--- src/rtl/rpn_pkg.sv ---
// Shared definitions for the RPN evaluator: default sizes, opcodes,
// result error codes and the evaluator FSM state encoding.
// Imported by rpn_evaluator and lifo_mem.
package rpn_pkg;

    // Default operand width and log2 of stack capacity.
    localparam int RPN_WIDTH = 11;
    localparam int RPN_DEPTH = 7;

    // Operator encodings carried in tok_data[1:0] when tok_is_op is set.
    localparam logic [1:0] OP_ADD = 2'b00;  // NOS + TOS
    localparam logic [1:0] OP_SUB = 2'b01;  // NOS - TOS
    localparam logic [1:0] OP_MUL = 2'b10;  // low WIDTH bits of NOS * TOS
    localparam logic [1:0] OP_AND = 2'b11;  // NOS & TOS

    // Per-expression error codes reported on res_err.
    localparam logic [1:0] ERR_OK    = 2'b00;  // clean evaluation
    localparam logic [1:0] ERR_UNDER = 2'b01;  // operator with fewer than two entries
    localparam logic [1:0] ERR_OVER  = 2'b10;  // operand pushed onto a full stack
    localparam logic [1:0] ERR_DEPTH = 2'b11;  // expression ended with depth != 1

    // Evaluator FSM states.
    //   ST_IDLE  : accepting tokens, performing pushes / launching operators
    //   ST_EXEC  : NOS read returns, ALU result written into TOS
    //   ST_DRAIN : error seen, discarding tokens up to tok_last
    //   ST_DONE  : presenting result until downstream accepts it
    typedef enum logic [1:0] {
        ST_IDLE  = 2'b00,
        ST_EXEC  = 2'b01,
        ST_DRAIN = 2'b10,
        ST_DONE  = 2'b11
    } state_t;

endpackage

--- src/rtl/rpn_evaluator_lifo_mem.sv ---
// Operand store for the entries below top-of-stack: WIDTH x 2**DEPTH RAM.
// Latency: write lands on the clock edge; read data appears one cycle after raddr.
// Backpressure: none; the owner sequences every access.
//
// Ports:
//   clk    rising-edge clock
//   we     write enable
//   waddr  write address
//   wdata  write data
//   raddr  read address (sampled every cycle)
//   rdata  registered read data for the previous cycle's raddr
module lifo_mem
    import rpn_pkg::*;
#(
    parameter int WIDTH = RPN_WIDTH,
    parameter int DEPTH = RPN_DEPTH
) (
    input  logic             clk,
    input  logic             we,
    input  logic [DEPTH-1:0] waddr,
    input  logic [WIDTH-1:0] wdata,
    input  logic [DEPTH-1:0] raddr,
    output logic [WIDTH-1:0] rdata
);

    logic [WIDTH-1:0] mem [2**DEPTH];

    // Plain storage with no reset: the live region is always defined by the
    // owner's entry count, so stale contents are never observed.
    always_ff @(posedge clk) begin
        if (we) begin
            mem[waddr] <= wdata;
        end
        rdata <= mem[raddr];
    end

endmodule

--- src/rtl/rpn_evaluator.sv ---
// Postfix (RPN) expression evaluator owning its operand stack; one result per expression.
// Latency: operand 1 cycle (1 token/cycle), operator 2 cycles; result 1 cycle after last token completes.
// Backpressure: tok_ready low during operator execute and while a result waits for res_ready.
//
// Ports:
//   clk        rising-edge clock
//   reset      synchronous, active-high reset; aborts any expression in flight
//   tok_valid  token present
//   tok_ready  evaluator accepts token this cycle (registered)
//   tok_is_op  1 = operator (opcode in tok_data[1:0]), 0 = operand
//   tok_data   operand value or opcode
//   tok_last   final token of the expression
//   res_valid  result/error available
//   res_ready  downstream accepts result
//   res_data   expression value, 0 when an error was reported
//   res_err    00 ok, 01 underflow, 10 overflow, 11 leftover depth != 1
module rpn_evaluator
    import rpn_pkg::*;
#(
    parameter int WIDTH = RPN_WIDTH,
    parameter int DEPTH = RPN_DEPTH
) (
    input  logic             clk,
    input  logic             reset,
    input  logic             tok_valid,
    output logic             tok_ready,
    input  logic             tok_is_op,
    input  logic [WIDTH-1:0] tok_data,
    input  logic             tok_last,
    output logic             res_valid,
    input  logic             res_ready,
    output logic [WIDTH-1:0] res_data,
    output logic [1:0]       res_err
);

    // Entry-count constants sized to cnt (DEPTH+1 bits so a full stack is representable).
    localparam int             CAP_INT  = 2**DEPTH;
    localparam logic [DEPTH:0] CNT_ZERO = '0;
    localparam logic [DEPTH:0] CNT_ONE  = (DEPTH+1)'(1);
    localparam logic [DEPTH:0] CNT_TWO  = (DEPTH+1)'(2);
    localparam logic [DEPTH:0] CNT_CAP  = (DEPTH+1)'(CAP_INT);

    // Address offsets into the RAM, which holds entries 0 .. cnt-2.
    localparam logic [DEPTH-1:0] ADDR_ONE = DEPTH'(1);
    localparam logic [DEPTH-1:0] ADDR_TWO = DEPTH'(2);

    // ------------------------------------------------------------------
    // State
    // ------------------------------------------------------------------
    state_t           state;
    logic [WIDTH-1:0] tos;      // top-of-stack register
    logic [DEPTH:0]   cnt;      // live entries including TOS
    logic [1:0]       err;      // first error of the current expression
    logic [1:0]       op_q;     // opcode latched for the execute cycle
    logic             last_q;   // tok_last latched with the operator

    // ------------------------------------------------------------------
    // Handshakes and derived values
    // ------------------------------------------------------------------
    logic             tok_fire;
    logic             res_fire;
    logic [DEPTH:0]   cnt_inc;
    logic [DEPTH:0]   cnt_dec;

    assign tok_fire = tok_valid & tok_ready;
    assign res_fire = res_valid & res_ready;
    assign cnt_inc  = cnt + CNT_ONE;
    assign cnt_dec  = cnt - CNT_ONE;

    // ------------------------------------------------------------------
    // Operand store below TOS
    // ------------------------------------------------------------------
    logic             mem_we;
    logic [DEPTH-1:0] mem_waddr;
    logic [DEPTH-1:0] mem_raddr;
    logic [WIDTH-1:0] nos;

    // A push spills the old TOS into slot cnt-1, but only when there was a
    // TOS to spill and the stack is not already full.
    assign mem_we    = (state == ST_IDLE) && tok_fire && !tok_is_op
                       && (cnt != CNT_ZERO) && (cnt != CNT_CAP);
    assign mem_waddr = cnt[DEPTH-1:0] - ADDR_ONE;

    // NOS lives at slot cnt-2. The RAM reads every cycle; the value is only
    // consumed in EXEC, which always follows the IDLE cycle that accepted the
    // operator with cnt unchanged, so rdata is NOS exactly when it is needed.
    assign mem_raddr = cnt[DEPTH-1:0] - ADDR_TWO;

    lifo_mem #(
        .WIDTH (WIDTH),
        .DEPTH (DEPTH)
    ) u_lifo_mem (
        .clk   (clk),
        .we    (mem_we),
        .waddr (mem_waddr),
        .wdata (tos),
        .raddr (mem_raddr),
        .rdata (nos)
    );

    // ------------------------------------------------------------------
    // ALU: combinational on the latched opcode, all results modulo 2**WIDTH.
    // The multiply is evaluated in a WIDTH-bit context, which keeps exactly
    // the low WIDTH bits of the product.
    // ------------------------------------------------------------------
    logic [WIDTH-1:0] alu_res;

    always_comb begin
        alu_res = '0;
        case (op_q)
            OP_ADD:  alu_res = nos + tos;
            OP_SUB:  alu_res = nos - tos;
            OP_MUL:  alu_res = nos * tos;
            OP_AND:  alu_res = nos & tos;
            default: alu_res = '0;
        endcase
    end

    // ------------------------------------------------------------------
    // Evaluator FSM. tok_ready is registered and tracks the state being
    // entered: high for IDLE/DRAIN, low for EXEC/DONE and during reset.
    // Errors are only ever raised from IDLE or on entry to DONE from a clean
    // path, so err is still ERR_OK at each of those points and the first
    // error of an expression is the one that is kept.
    // ------------------------------------------------------------------
    always_ff @(posedge clk) begin
        if (reset) begin
            state     <= ST_IDLE;
            tos       <= '0;
            cnt       <= '0;
            err       <= ERR_OK;
            op_q      <= OP_ADD;
            last_q    <= 1'b0;
            tok_ready <= 1'b0;
        end else begin
            case (state)
                ST_IDLE: begin
                    tok_ready <= 1'b1;
                    if (tok_fire) begin
                        if (!tok_is_op) begin
                            if (cnt == CNT_CAP) begin
                                err       <= ERR_OVER;
                                state     <= tok_last ? ST_DONE : ST_DRAIN;
                                tok_ready <= !tok_last;
                            end else begin
                                tos <= tok_data;
                                cnt <= cnt_inc;
                                if (tok_last) begin
                                    state     <= ST_DONE;
                                    tok_ready <= 1'b0;
                                    // After this push the depth is cnt+1;
                                    // anything but a single entry is leftover.
                                    if (cnt != CNT_ZERO) begin
                                        err <= ERR_DEPTH;
                                    end
                                end
                            end
                        end else begin
                            if (cnt < CNT_TWO) begin
                                err       <= ERR_UNDER;
                                state     <= tok_last ? ST_DONE : ST_DRAIN;
                                tok_ready <= !tok_last;
                            end else begin
                                op_q      <= tok_data[1:0];
                                last_q    <= tok_last;
                                state     <= ST_EXEC;
                                tok_ready <= 1'b0;
                            end
                        end
                    end
                end

                ST_EXEC: begin
                    tos <= alu_res;
                    cnt <= cnt_dec;
                    if (last_q) begin
                        state     <= ST_DONE;
                        tok_ready <= 1'b0;
                        // Depth after the pop is cnt-1; it must be exactly one.
                        if (cnt != CNT_TWO) begin
                            err <= ERR_DEPTH;
                        end
                    end else begin
                        state     <= ST_IDLE;
                        tok_ready <= 1'b1;
                    end
                end

                ST_DRAIN: begin
                    tok_ready <= 1'b1;
                    if (tok_fire && tok_last) begin
                        state     <= ST_DONE;
                        tok_ready <= 1'b0;
                    end
                end

                ST_DONE: begin
                    tok_ready <= 1'b0;
                    if (res_fire) begin
                        cnt       <= '0;
                        err       <= ERR_OK;
                        state     <= ST_IDLE;
                        tok_ready <= 1'b1;
                    end
                end

                default: begin
                    state     <= ST_IDLE;
                    tok_ready <= 1'b0;
                end
            endcase
        end
    end

    // ------------------------------------------------------------------
    // Result presentation: decoded straight from registered state, so it is
    // stable for as long as DONE is held by res_ready.
    // ------------------------------------------------------------------
    assign res_valid = (state == ST_DONE);
    assign res_data  = (state == ST_DONE && err == ERR_OK) ? tos : '0;
    assign res_err   = err;

endmodule

--- config.mk ---
export PLATFORM = sky130hd
export DESIGN_NAME = rpn_evaluator
export DESIGN_NICKNAME = d
export VERILOG_FILES = /design/src/rtl/rpn_pkg.sv /design/src/rtl/rpn_evaluator_lifo_mem.sv /design/src/rtl/rpn_evaluator.sv
export SDC_FILE = /design/constraint.sdc
export NUM_CORES = 2
export LEC_CHECK = 0
export BUFFER_PORTS_ARGS = -buffer_cell sky130_fd_sc_hd__clkbuf_2
export CORE_AREA = 2 2 338 507
export DETAILED_ROUTE_END_ITERATION = 12
export DIE_AREA = 0 0 340 509
export PLACE_DENSITY = 0.57
export SETUP_SLACK_MARGIN = 0.4
export SLEW_MARGIN = 0
export SYNTH_ARGS = -nofsm -noshare
export SYNTH_HDL_FRONTEND = slang
export SYNTH_HIERARCHICAL = 1
export SYNTH_SLANG_ARGS = --single-unit
--- constraint.sdc ---
create_clock -name clk -period 7 [get_ports clk]
set_input_delay 0.7 -clock clk [delete_from_list [all_inputs] [get_ports clk]]
set_output_delay 0.7 -clock clk [all_outputs]
set_load 0.05 [all_outputs]
==> metrics.txt <==
Clock Latency Late Sink=0.78 ns; yosys warns=6; setup bufs post-CTS=0; cell family with the largest share of critical-path delay=simple AND/OR/NAND/NOR gates; first-pass GRT wire length=204000 um; Max Clock Skew=0.0370 ns; core area=169000 um2; busiest grt layer=met2; worst-margin pin slew=1.33 ns; unrepaired setup endpoints after global routing=false; Vias=27336; Post-Synthesis Cells=2725; crit-path cells=inv_6 -> ha_1 -> inv_1 -> or3_1 -> xnor2_1 -> nor2b_1 -> nand3_1 -> nor2_1; I/O Buffers=31; synthesized area=58600 um2; gpl congestion=0.808; clock-pin slew of the registers on the worst-case setup and hold paths=0.07 ns; P_int=14.4 mW; combinational fraction of design power=0.124; leakage power=21.0 nW; final std cells w/o fill=5178; slowest CP cell=nor2_1; CP Capture Type=flop; sequential-to-total area share from yosys stat=0.734; CTS tree=done; crit path max fanout=52; fraction of registers with async set/reset=0; Clock Power Share=0.359; I/O pins=32; # setup viols final=0; hold path start=tok_data[0]; status=finished clean; Max Cap Viol=0; PostCTS Resize Cnt=0; total clock sinks=1446; H-tree depth=4; crit path launch type=flop; Power Dens Cells=292 nW/um2; Final ANT Viol Nets=0; fraction of layout cells with a size suffix above 1=0.275; WL per Instance=27.1 um; slew margin rel.=0.111; DIE WIDTH=340 um; Net Switching=4.81 mW; Arrival @ worst endpoint=5.84 ns; worst path required time=7.37 ns; fin crit period=5.47 ns; met3 usage=0.0223; syn_area_per_cell=21.5 um2; Detailed Place HPWL=86200 um; CP Class=reg -> reg; GR Util met2=0.294; ys flop type=edfxtp_1; crit path from=cnt[1]; DR DRC count=0; count of different cell masters after synthesis=64; Synth-to-Final Area Change=12.4%; Hold Crit Class=in -> reg; clk root buf=clkbuf_16; drt initial violations=2250; Flop pwr share=0.518; gr ovfl total=0; number of synthesized flops with an enable pin=1408; CTS Hold Buffers Added=0; met1 usage=0.201; Site Rows=185; drt first pass iters=7; Total GRT Usage=0.163; worst-case clock buffer depth=3; Final TNS setup=0 ns; Final Hold Viols=0; Die Y=509 um; worst r2r src=cnt[1]; Initial Utilization=0.347; vias per cell=5.28; vias in the first global route=28163; pin count of the biggest net entering global routing=108; CP max stage delay=1.15 ns; Post-Route WL=140000 um; fin nets=2936; Max VDD drop=0.000203 V; final hold slack=0.195 ns; sw frac=0.250; max-slew violation count=0; Die Area=173000 um2; Max Freq=183 MHz; Synth Register Bits=1446; Mapped Nets=2825; post-placement cell count=4948; final worst path period share=0.782; initial antenna violation count=3; CTS Buf Count=130; Crit path buffers/inverters=2
[power by group through the flow]
stage | registers [mW] | clock network, mW | logic (mW)
after floorplan | 10.1 | 0 | 1.60
after global placement | 10.1 | 0 | 2.40
after detailed placement | 10.1 | 0 | 2.41
after CTS | 9.95 | 7.08 | 2.41
after global routing | 9.97 | 7.36 | 2.55
final | 9.95 | 6.89 | 2.37
[Yosys cell counts (5+ instances only)]
| cell type | count | area (um2) |
|---|---|---|
| nand3_1 | 17 | 85.1 |
| mux4_2 | 462 | 10400 |
| mux2i_1 | 8 | 80.1 |
| and2_1 | 39 | 244 |
| o211ai_1 | 6 | 45.0 |
| ha_1 | 51 | 638 |
| inv_1 | 61 | 229 |
| nand2_1 | 73 | 274 |
| nor4_1 | 5 | 31.3 |
| xor2_1 | 23 | 201 |
| fa_1 | 32 | 641 |
| buf_2 | 37 | 185 |
| a311oi_1 | 5 | 43.8 |
| o21ai_1 | 8 | 40.0 |
| a21oi_1 | 31 | 155 |
| nor3_1 | 15 | 75.1 |
| buf_1 | 18 | 67.6 |
| mux2_2 | 11 | 124 |
| a21o_1 | 10 | 75.1 |
| nor2_1 | 158 | 593 |
| clkbuf_1 | 84 | 315 |
| nand2b_1 | 7 | 43.8 |
| o21ai_0 | 6 | 30.0 |
| dfxtp_1 | 38 | 761 |
| a22oi_1 | 5 | 37.5 |
| edfxtp_1 | 1408 | 42300 |
| xnor2_1 | 35 | 307 |
| nor2b_1 | 12 | 75.1 |
[stage by stage]
stage | total power [mW] | cell area, um2 | util | setup slack [ns]
final | 19.2 | 65900 | 0.390 | 1.53
after global routing | 19.9 | 65900 | 0.390 | 1.33
after CTS | 19.4 | 65900 | 0.390 | 1.55
after detailed placement | 12.5 | 61900 | 0.367 | 1.59
after global placement | 12.5 | 61900 | 0.367 | 1.58
after floorplan | 11.7 | 58600 | - | 0.887
[cell families after synthesis]
family          count (synthesis)  synth area share
buf+inv                       206            0.0145
mux                           481             0.181
simple gates                  347            0.0272
fa+ha+maj                      83            0.0218
xor+xnor                       58           0.00867
flops                        1446             0.734
compound gates                104            0.0124
[tightest hold or removal path, delay by kind of cell]
| kind | cells | cell delay (ns) |
|---|---|---|
| AND/OR/NAND/NOR | 1 | 0.07 |
| multiplexers | 1 | 0.07 |
| buffers and inverters | 1 | 0.10 |
[cells in the final DEF, fill, tap and decap left out, drive strengths merged, types with 6 or more instances in the layout]
master / instances
xor2: 23
nor3: 16
mux2i: 8
edfxtp: 1408
a21o: 10
buf: 91
nor2b: 12
dfxtp: 38
nand3: 17
fa: 32
nand2b: 7
ha: 51
mux4: 462
bufinv: 6
o211ai: 7
o21ai: 15
a21oi: 32
nor4: 6
and2: 39
clkinv: 44
clkbuf: 196
nand2: 73
inv: 70
xnor2: 35
nor2: 160
mux2: 11
[final timing paths]
check / endpoint / slack (ns) / cells past startpoint
min: op_q[0] / 0.19 / 3
max: u_lifo_mem/mem[87][8] / 1.53 / 8
max reg2reg: u_lifo_mem/mem[87][8] / 1.53 / 8
min reg2reg: last_q / 0.56 / 2
[sequential cells by signal (all words and copies together) (netlist names)]
name and flops:
last_q 1, u_lifo_mem/rdata 11, tos 11, tok_ready 1, res_err 2, cnt 8, state 2, op_q 2
u_lifo_mem/mem 1408
[layer usage]
metal | vias up | routed length (um)
met2 | 690 | 75800
met3 | 174 | 5650
met1 | 15026 | 55000
met4 | 0 | 4090
met5 | - | 0
li1 | 11446 | -
[area by class of cell]
class	instances	area (um2)
Antenna cell	3	7.51
Clock buffer	165	3410
Clock inverter	62	613
Fill cell	14989	103000
Inverter	63	249
Multi-Input combinational cell	1073	14800
Sequential cell	1446	43100
Tap cell	2244	2810
Timing Repair Buffer	122	901
(Power assumes the default switching activity.)
